===== src/rtl/if_fetch_ctrl.sv =====
// Instruction-fetch sequencer: owns the fetch PC, runs the imem req/ack handshake,
// keeps one skid entry for IF/ID stalls, and handles redirects. Option: FETCH_ALIGN_EXC_EN.
module if_fetch_ctrl #(
  parameter int             AW       = 32,
  parameter int             DW       = 32,
  parameter logic [AW-1:0]  RESET_PC = '0
) (
  input  logic          clk,
  input  logic          rst,
  input  logic [5:0]    stall,
  input  logic          redirect_i,
  input  logic [AW-1:0] redirect_pc_i,
  output logic          imem_req_o,
  output logic [AW-1:0] imem_addr_o,
  input  logic          imem_ack_i,
  input  logic [DW-1:0] imem_rdata_i,
  output logic [AW-1:0] pc_o,
  output logic [DW-1:0] inst_o,
  output logic          inst_valid_o,
  output logic          stallreq_o,
  output logic [1:0]    fsm_state_o
`ifdef FETCH_ALIGN_EXC_EN
  , output logic        fetch_misalign_o
`endif
);

  // Handshake: imem_req_o/imem_addr_o hold stable from the first req cycle until
  // the cycle imem_ack_i is sampled high; imem_rdata_i is valid only in that cycle.
  typedef enum logic [1:0] {S_IDLE = 2'd0, S_READY = 2'd1, S_WAIT = 2'd2} state_e;

  localparam logic [AW-1:0] STEP = AW'(4);

  state_e        state_q, state_d;
  logic [AW-1:0] fetch_pc_q, fetch_pc_d;
  logic [AW-1:0] addr_q, addr_d;
  logic [AW-1:0] pc_q, pc_d;
  logic [DW-1:0] inst_q, inst_d;
  logic          inst_valid_q, inst_valid_d;
  logic [AW-1:0] skid_pc_q, skid_pc_d;
  logic [DW-1:0] skid_inst_q, skid_inst_d;
  logic          skid_valid_q, skid_valid_d;
  logic          kill_q, kill_d;
  logic [AW-1:0] redir_tgt;
  logic          parked;
  logic          start, in_req, ack_ok;
  logic          unused_stall;

  assign unused_stall = ^stall[5:2];

`ifdef FETCH_ALIGN_EXC_EN
  logic park_q, park_d, misalign_q, misalign_d;
  logic redir_bad;
  assign redir_tgt        = redirect_pc_i;
  assign redir_bad        = (redirect_pc_i[1:0] != 2'b00);
  assign parked           = park_q;
  assign fetch_misalign_o = misalign_q;
`else
  assign redir_tgt = {redirect_pc_i[AW-1:2], 2'b00};
  assign parked    = 1'b0;
`endif

  // A request may start in READY; the start cycle itself is a live req cycle.
  assign start       = (state_q == S_READY) & ~stall[0] & ~skid_valid_q & ~parked;
  assign in_req      = start | (state_q == S_WAIT);
  assign ack_ok      = in_req & imem_ack_i & ~kill_q & ~redirect_i;
  assign imem_req_o  = in_req;
  assign imem_addr_o = (state_q == S_WAIT) ? addr_q : fetch_pc_q;
  assign stallreq_o  = (state_q == S_WAIT) & ~imem_ack_i;
  assign pc_o         = pc_q;
  assign inst_o       = inst_q;
  assign inst_valid_o = inst_valid_q;
  assign fsm_state_o  = state_q;

  always_comb begin
    state_d      = state_q;
    fetch_pc_d   = fetch_pc_q;
    addr_d       = addr_q;
    pc_d         = pc_q;
    inst_d       = inst_q;
    inst_valid_d = inst_valid_q;
    skid_pc_d    = skid_pc_q;
    skid_inst_d  = skid_inst_q;
    skid_valid_d = skid_valid_q;
    kill_d       = kill_q;

    if (state_q == S_IDLE) state_d = S_READY;
    else                   state_d = (in_req & ~imem_ack_i) ? S_WAIT : S_READY;

    if (start) addr_d = fetch_pc_q;

    // The in-flight request is never dropped; a redirect only marks its data dead.
    if (in_req & imem_ack_i)     kill_d = 1'b0;
    else if (redirect_i & in_req) kill_d = 1'b1;

    if (redirect_i)  fetch_pc_d = redir_tgt;
    else if (ack_ok) fetch_pc_d = imem_addr_o + STEP;

    if (redirect_i) begin
      inst_valid_d = 1'b0;
      skid_valid_d = 1'b0;
    end else if (!stall[1]) begin
      if (skid_valid_q) begin
        pc_d         = skid_pc_q;
        inst_d       = skid_inst_q;
        inst_valid_d = 1'b1;
        skid_valid_d = 1'b0;
      end else if (ack_ok) begin
        pc_d         = imem_addr_o;
        inst_d       = imem_rdata_i;
        inst_valid_d = 1'b1;
      end else begin
        inst_valid_d = 1'b0;
      end
    end else if (ack_ok) begin
      skid_pc_d    = imem_addr_o;
      skid_inst_d  = imem_rdata_i;
      skid_valid_d = 1'b1;
    end
  end

  always_ff @(posedge clk or negedge rst) begin
    if (!rst) begin
      state_q      <= S_IDLE;
      fetch_pc_q   <= RESET_PC;
      addr_q       <= RESET_PC;
      pc_q         <= RESET_PC;
      inst_q       <= '0;
      inst_valid_q <= 1'b0;
      skid_pc_q    <= '0;
      skid_inst_q  <= '0;
      skid_valid_q <= 1'b0;
      kill_q       <= 1'b0;
    end else begin
      state_q      <= state_d;
      fetch_pc_q   <= fetch_pc_d;
      addr_q       <= addr_d;
      pc_q         <= pc_d;
      inst_q       <= inst_d;
      inst_valid_q <= inst_valid_d;
      skid_pc_q    <= skid_pc_d;
      skid_inst_q  <= skid_inst_d;
      skid_valid_q <= skid_valid_d;
      kill_q       <= kill_d;
    end
  end

`ifdef FETCH_ALIGN_EXC_EN
  // A misaligned target parks the sequencer until a fresh redirect arrives.
  always_comb begin
    park_d     = redirect_i ? redir_bad : park_q;
    misalign_d = redirect_i & redir_bad;
  end

  always_ff @(posedge clk or negedge rst) begin
    if (!rst) begin
      park_q     <= 1'b0;
      misalign_q <= 1'b0;
    end else begin
      park_q     <= park_d;
      misalign_q <= misalign_d;
    end
  end
`endif

endmodule

===== config.mk =====
export PLATFORM = sky130hd
export DESIGN_NAME = if_fetch_ctrl
export DESIGN_NICKNAME = d
export VERILOG_FILES = /design/src/rtl/if_fetch_ctrl.sv
export SDC_FILE = /design/constraint.sdc
export NUM_CORES = 1
export LEC_CHECK = 0
export BUFFER_PORTS_ARGS = -buffer_cell sky130_fd_sc_hd__buf_4
export CAP_MARGIN = 5
export CORE_MARGIN = 2
export CORE_UTILIZATION = 40
export CTS_CLUSTER_DIAMETER = 80
export DETAILED_ROUTE_END_ITERATION = 16
export GPL_TIMING_DRIVEN = 0
export HOLD_SLACK_MARGIN = 0.08
export PLACE_DENSITY = 0.63
export SKIP_CTS_REPAIR_TIMING = 1
export SYNTH_ARGS = -nofsm -noshare
export SYNTH_HDL_FRONTEND = slang
export SYNTH_SLANG_ARGS = --single-unit

===== constraint.sdc =====
create_clock -name clk -period 2.65 [get_ports clk]
set_input_delay 0.1325 -clock clk [delete_from_list [all_inputs] [get_ports clk]]
set_output_delay 0.1325 -clock clk [all_outputs]
set_load 0.02 [all_outputs]

==> metrics.txt, run 1 <==
outcome finished, final reports clean; Pwr Density between 800 and 900 nW/µm²; Distinct cells, synth 49; ANT cells 0; DP Worst Slack -541.0 ps; cts bufs inserted 17; number of port buffers 168; Synth area leader dfrtp_1; Post-synth EDFFs 0; Worst EP arrival between 2000 and 3000 ps; design area 12980 µm²; Static Leakage 6.239 nW; Pre-antenna DRT Iters 5; most common cell in the synthesized netlist nand2_1; flops & latches, synth 197; first-pass GRT wire length 41820 µm; DP HPWL 19570 µm; clock buffer depth 2; ratio of cells with drive above 1 in the final layout 26.27%; DR WL met3 1817 µm; peak supply drop 0.0004388 V; met2 WL 13090 µm; CTS root buf clkbuf_16; gr ovfl total 0; WS Path Type reg -> reg; fill cell count about 2200; drt drc 0; Final setup viols 0; final worst path period need ~2600 ps; Critical Path Sink Type flop; htree depth 4; Vias 8390; fin. max-slew vios 0; Crit Path Max Fanout 10; register clock-pin slew on the reported worst setup and hold paths 80 ps; Die W 157.9 µm; reg-to-reg startpoint fsm_state_o[1]$_DFF_PN0_; antenna-violating nets left 0; Skew-Pair Late Insertion Delay 440 ps; Min Hold Slack 177.5 ps; Final nets about 1400; Worst Skew 11.55 ps; Synth Area per Inst 9.443 µm²; Routed WL 28500 µm; antenna violations before repair 0; die height 157.9 µm; CORE AREA 23330 µm²; final cell count without fillers approximately 1600; number of global-route vias before repair about 7600; Placement Cell Area approximately 11000 µm²; sequential area share after synthesis 52.05%; Slew Limit Headroom 34.74%; Max-Cap Viols 0; Worst setup startpoint fsm_state_o[1]$_DFF_PN0_; Final Hold Viols 0; largest cells by area after synthesis dfrtp_1, nand2_1, mux2i_1, o21ai_0, mux2_2; FP Rows 56; clk sinks 197; post-route setup slack 15.53 ps; Via density 5.189; placed insts about 1500; fmax 379.6 MHz; Starting Density around two fifths; share of the synthesized area in the top cell type 52.05%; Post-Syn Instances 1003; post-synthesis cell area 9472 µm²; max layer used met4; Data required, critical path around 3000 ps; CTS tree done; largest net degree at the start of global routing 111; GRT Overall Usage between 20 and 25%; HP Class in -> reg; synth warn 0; IO Pins approximately 180; ys flop type dfrtp_1; Synth async-reset ratio 100.0%; die area 24930 µm²; Area Overhead vs Synth 37.00%; Worst-Margin Slew ~970 ps; Startpoint Class flop; syn nets 1078; Final Power 10.40 mW; mean routed wirelength per cell between 15 and 20 µm; routability cong. between 0.9 and 1; period utilisation layout around 99%; Post-synth top cells nand2_1, dfrtp_1, o21ai_0; Metal-1 WL 12960 µm; Starting DRT DRC Count 679; worst hold start redirect_i
## path summary, 6_finish.rpt
| path | slack, ps | end | depth (start not counted) |
|---|---|---|---|
| setup / recovery | 20 | fetch_pc_q[30]$_DFFE_PN0P_ | 10 |
| hold / removal | 180 | fetch_pc_q[25]$_DFFE_PN0P_ | 4 |
| setup reg to reg | 20 | fetch_pc_q[30]$_DFFE_PN0P_ | 10 |
| hold reg to reg | 480 | pc_o[0]$_DFFE_PN0P_ | 2 |
| max in group asynchronous | 1370 | fsm_state_o[1]$_DFF_PN0_ | 3 |
| min in group asynchronous | 270 | inst_o[30]$_DFFE_PN0P_ | 2 |
## worst max-delay path, cell delays in order (launching register included)
cell and delay [ps]:
dfrtp_2 490, or4b_1 590, buf_6 170, a21oi_4 230
buf_4 180, nand2b_1 50, clkbuf_1 240, clkbuf_4 300
nor2_1 120, mux2i_1 80, o211ai_1 90
## cells in the final DEF (no fill, tap or decap), drive strengths merged, types with 37 or more instances in the layout
| master | n |
|---|---|
| nand2 | 251 |
| clkbuf | 55 |
| mux2 | 37 |
| dlygate4sd3 | 66 |
| buf | 225 |
| mux2i | 86 |
| a21oi | 55 |
| o21ai | 109 |
| dfrtp | 197 |
| inv | 42 |
| nor2 | 52 |
## routing by layer
layer,GRT usage (%),vias up
met2,34.10,314
met5,0,-
met1,31.22,4062
li1,-,3970
met4,6.753,0
met3,3.723,44
## logic make-up after synthesis
family	Yosys count	synth area share (%)
and+or+nand+nor	382	17.66
DFF	197	52.05
AOI/OAI and AO/OA	187	10.75
muxes	123	13.49
buffers and inverters	99	4.624
xor gates and xnor gates	14	1.295
adders and majority gates	1	0.1321
## cell type report
type | count | area (µm²) | area share, %
inverters | 33 | 123.9 | 0.9546
well taps | 319 | 399.1 | 3.076
flip-flops and latches | 197 | 4932 | 38.01
plain buffers | 66 | 399.1 | 3.076
repair buffers | 263 | 2197 | 16.93
clock buffers | 17 | 425.4 | 3.278
clock inverters | 15 | 157.7 | 1.215
multi-input cells | 707 | 4342 | 33.46
## state kept, by name (all words and copies together) (netlist names)
name / cells
fetch_pc_q: 32
inst_valid_o: 1
kill_q: 1
skid_pc_q: 32
skid_valid_q: 1
addr_q: 32
skid_inst_q: 32
inst_o: 32
fsm_state_o: 2
pc_o: 32
## per-stage QoR
step	utilization, %	setup TNS, ps
after floorplan	-	0
after global placement	47.86	-9835
after detailed placement	48.01	-12250
after CTS	50.51	-17810
after global routing	55.61	-337.9
final	55.61	0
## power by group
| part | switching [mW] | internal [mW] | leakage [nW] |
|---|---|---|---|
| clock network | 1.30 | 1.27 | 0.284 |
| logic | 1.82 | 1.43 | 3.48 |
| registers | 0.603 | 3.97 | 2.48 |
| total | 3.73 | 6.67 | 6.24 |
Note: power is estimated with default switching activity, not from simulation.
==> run 2, diff against run 1 <==
--- a/config.mk
+++ b/config.mk
@@ -5,10 +5,12 @@
 export SDC_FILE = /design/constraint.sdc
 export NUM_CORES = 1
 export LEC_CHECK = 0
+export ABC_AREA = 1
 export BUFFER_PORTS_ARGS = -buffer_cell sky130_fd_sc_hd__buf_4
 export CAP_MARGIN = 5
 export CORE_MARGIN = 2
 export CORE_UTILIZATION = 40
+export CTS_BUF_LIST = sky130_fd_sc_hd__clkbuf_4 sky130_fd_sc_hd__clkbuf_8
 export CTS_CLUSTER_DIAMETER = 80
 export DETAILED_ROUTE_END_ITERATION = 16
 export GPL_TIMING_DRIVEN = 0
@@ -18,3 +20,4 @@
 export SYNTH_ARGS = -nofsm -noshare
 export SYNTH_HDL_FRONTEND = slang
 export SYNTH_SLANG_ARGS = --single-unit
+export TNS_END_PERCENT = 5
==> run 2 against run 1 <==
Against the previous run: via count rose by 7.7%; critical path depth rose by 4; register-to-register slack improved by 100 ps; largest cell class unchanged; critical path type unchanged; non-clock buffer count fell by 28; synthesized cell count rose by 22%; sequential share of layout area rose by 0.87 points; global-route usage rose by 1.8 points; cell count rose by 12%; sequential power rose by 2%; routed wire length rose by 6.4%; largest power group unchanged; critical endpoint unchanged; power rose by 1.5%.
==> metrics.txt, run 2 <==
Min Hold Slack approximately 170 ps; Post-synth EDFFs 0; Placement Cell Area roughly 12000 µm²; Data required, critical path 3010 ps; FP Rows 57; Distinct cells, synth 40; sw frac 39.02%; period utilisation layout 95.55%; Pwr Density about 830 nW/µm²; Routed WL 30340 µm; Skew-Pair Late Insertion Delay 480 ps; clk sinks 197; fin. max-slew vios 0; flops & latches, synth 197; Worst EP arrival 2900 ps; largest net degree at the start of global routing 114; Cell Int Power 6.439 mW; outcome finished, final reports clean; Die W 161.2 µm; combinational family with the most area after synthesis simple AND/OR/NAND/NOR gates; largest cells by area after synthesis dfrtp_1, nand2_1, a31oi_1, nor2_1, nand3_1; cts bufs inserted 17; die height 161.2 µm; first-pass GRT wire length 47960 µm; antenna violations before repair 0; placed insts around 1700; Static Leakage 6.104 nW; final cell count without fillers 1814; syn nets 1298; Slew Limit Headroom 42.91%; Post-Synth Adder-Cell Area 0.1266%; Post-Syn Instances about 1200; Starting DRT DRC Count 804; post-synthesis cell area about 9900 µm²; complex-gate fraction of the synthesized area about a tenth; fmax slightly below 400 MHz; DP Worst Slack 34.76 ps; Startpoint Class flop; IO Pins 175; htree depth 4; HP Class in -> reg; Pre-antenna DRT Iters 7; CTS root buf clkbuf_8; commonest non-fill, non-tap cell in the layout nand2_1; CTS tree done; Worst Skew 22.50 ps; Final Power 10.56 mW; post-route setup slack 118.0 ps; Starting Density 40.62%; DP HPWL 22370 µm; Synth Area per Inst about 8 µm²; Post-synth top cells nand2_1, dfrtp_1, nor2_1; Synth async-reset ratio 100.0%; WS Path Type reg -> reg; number of port buffers 168; RSZ-0062 raised after global routing no; most frequent cells in the layout nand2_1, dfrtp_1, buf_4; Synth area leader dfrtp_1; number of global-route vias before repair around 8600; GRT Overall Usage 23.74%; Final Hold Viols 0; Via density 4.983; part of the power in registers 44.0%; Final setup viols 0; CORE AREA about 24000 µm²; post-synthesis simple-gate area fraction 31.88%; most common cell in the synthesized netlist nand2_1; mux cell area share after synthesis 1.254%; peak supply drop 0.0003336 V; synth warn 0; clock buffer depth 2; share of the synthesized area in the top cell type 49.90%; Crit Path Max Fanout 10; Psw 4.120 mW; Max-Cap Viols 0; Worst-Margin Slew 856.4 ps; Area Overhead vs Synth 28.37%; mean routed wirelength per cell about 17 µm; drt drc 0; xor/xnor share of the synthesized area 0.2660%; Critical Path Sink Type flop; sequential area share after synthesis 49.90%; ratio of cells with drive above 1 in the final layout 22.62%; gr ovfl total 0; Final nets 1552; Clock power frac roughly a fifth; Comb pwr share 36.4%; antenna-violating nets left 0; Vias 9040; final worst path period need 2532 ps; die area ~26000 µm²; ys flop type dfrtp_1; routability cong. 0.8602; ANT cells 0; register clock-pin slew on the reported worst setup and hold paths 120 ps; design area 12680 µm²
run 2: changes by cell type in the layout (fill, tap and decap cells not counted), sizes merged, moves of 34 or more:
cell   before  now
a21oi      55    6
a31oi       4   69
mux2i      86    0
nand2     251  500
nand3       6   68
nor2       52  137
o21ai     109   75
run 2: final timing paths:
check	startpoint	cells after the start	slack, ps	endpoint
min in group asynchronous	rst	2	320	inst_o[24]$_DFFE_PN0P_
worst max register to register	fsm_state_o[0]$_DFF_PN0_	14	120	fetch_pc_q[30]$_DFFE_PN0P_
worst min-delay path	stall[0]	4	170	addr_q[22]$_DFFE_PN0P_
worst min register to register	skid_inst_q[4]$_DFFE_PN0P_	2	480	skid_inst_q[4]$_DFFE_PN0P_
worst max-delay path	fsm_state_o[0]$_DFF_PN0_	14	120	fetch_pc_q[30]$_DFFE_PN0P_
max in group asynchronous	rst	3	1420	fetch_pc_q[19]$_DFFE_PN0P_
run 2: metrics by stage:
| step | utilization (%) | setup TNS, ps |
|---|---|---|
| after floorplan | - | 0 |
| after global routing | 52.15 | 0 |
| after global placement | 47.48 | 0 |
| after CTS | 49.36 | -28.13 |
| after detailed placement | 47.62 | 0 |
| final | 52.15 | 0 |
run 2: layout make-up:
cell class	count	area [µm²]
Buffer	66	414.1
Clock buffer	18	241.5
Clock inverter	14	181.4
Fill cell	2378	11640
Inverter	70	262.8
Multi-Input combinational cell	890	4289
Sequential cell	197	4931
Tap cell	324	405.4
Timing Repair Buffer	235	1957
run 2: cell families after synthesis:
| logic type | after synthesis |
|---|---|
| XOR/XNOR | 3 |
| buffers and inverters | 136 |
| AO/OA/AOI/OAI | 165 |
| multiplexers | 11 |
| flip-flops | 197 |
| AND/OR/NAND/NOR | 710 |
| adder cells (fa/ha/maj) | 1 |
run 2: per-layer routing:
layer / track usage (%) / share of wire (%)
met3: 3.416 / 5.2
met2: 37.98 / 47
met5: 0 / 0
met4: 6.088 / 1.6
met1: 34.08 / 46
run 2: power by group through the flow:
stage	registers, mW	logic (mW)	clock network, mW
6_report	4.64	3.85	2.07
4_1_cts	4.64	3.78	2.09
2_1_floorplan	5.19	1.63	0
5_1_grt	4.78	4.24	2.23
3_3_place_gp	4.67	3.72	0
3_5_place_dp	4.71	3.77	0
run 2: worst max-delay path, stage by stage (launching register included):
cell and delay (ps):
dfrtp_2 470, inv_2 100, nand2_4 100, buf_12 180, nand2_1 70, o21ai_2 130, inv_2 170, ha_1 200
nand2_1 110, nor2_4 180, nand2_4 110, nor2_1 250, nand3_1 110, nand3_1 150, nand2_1 70
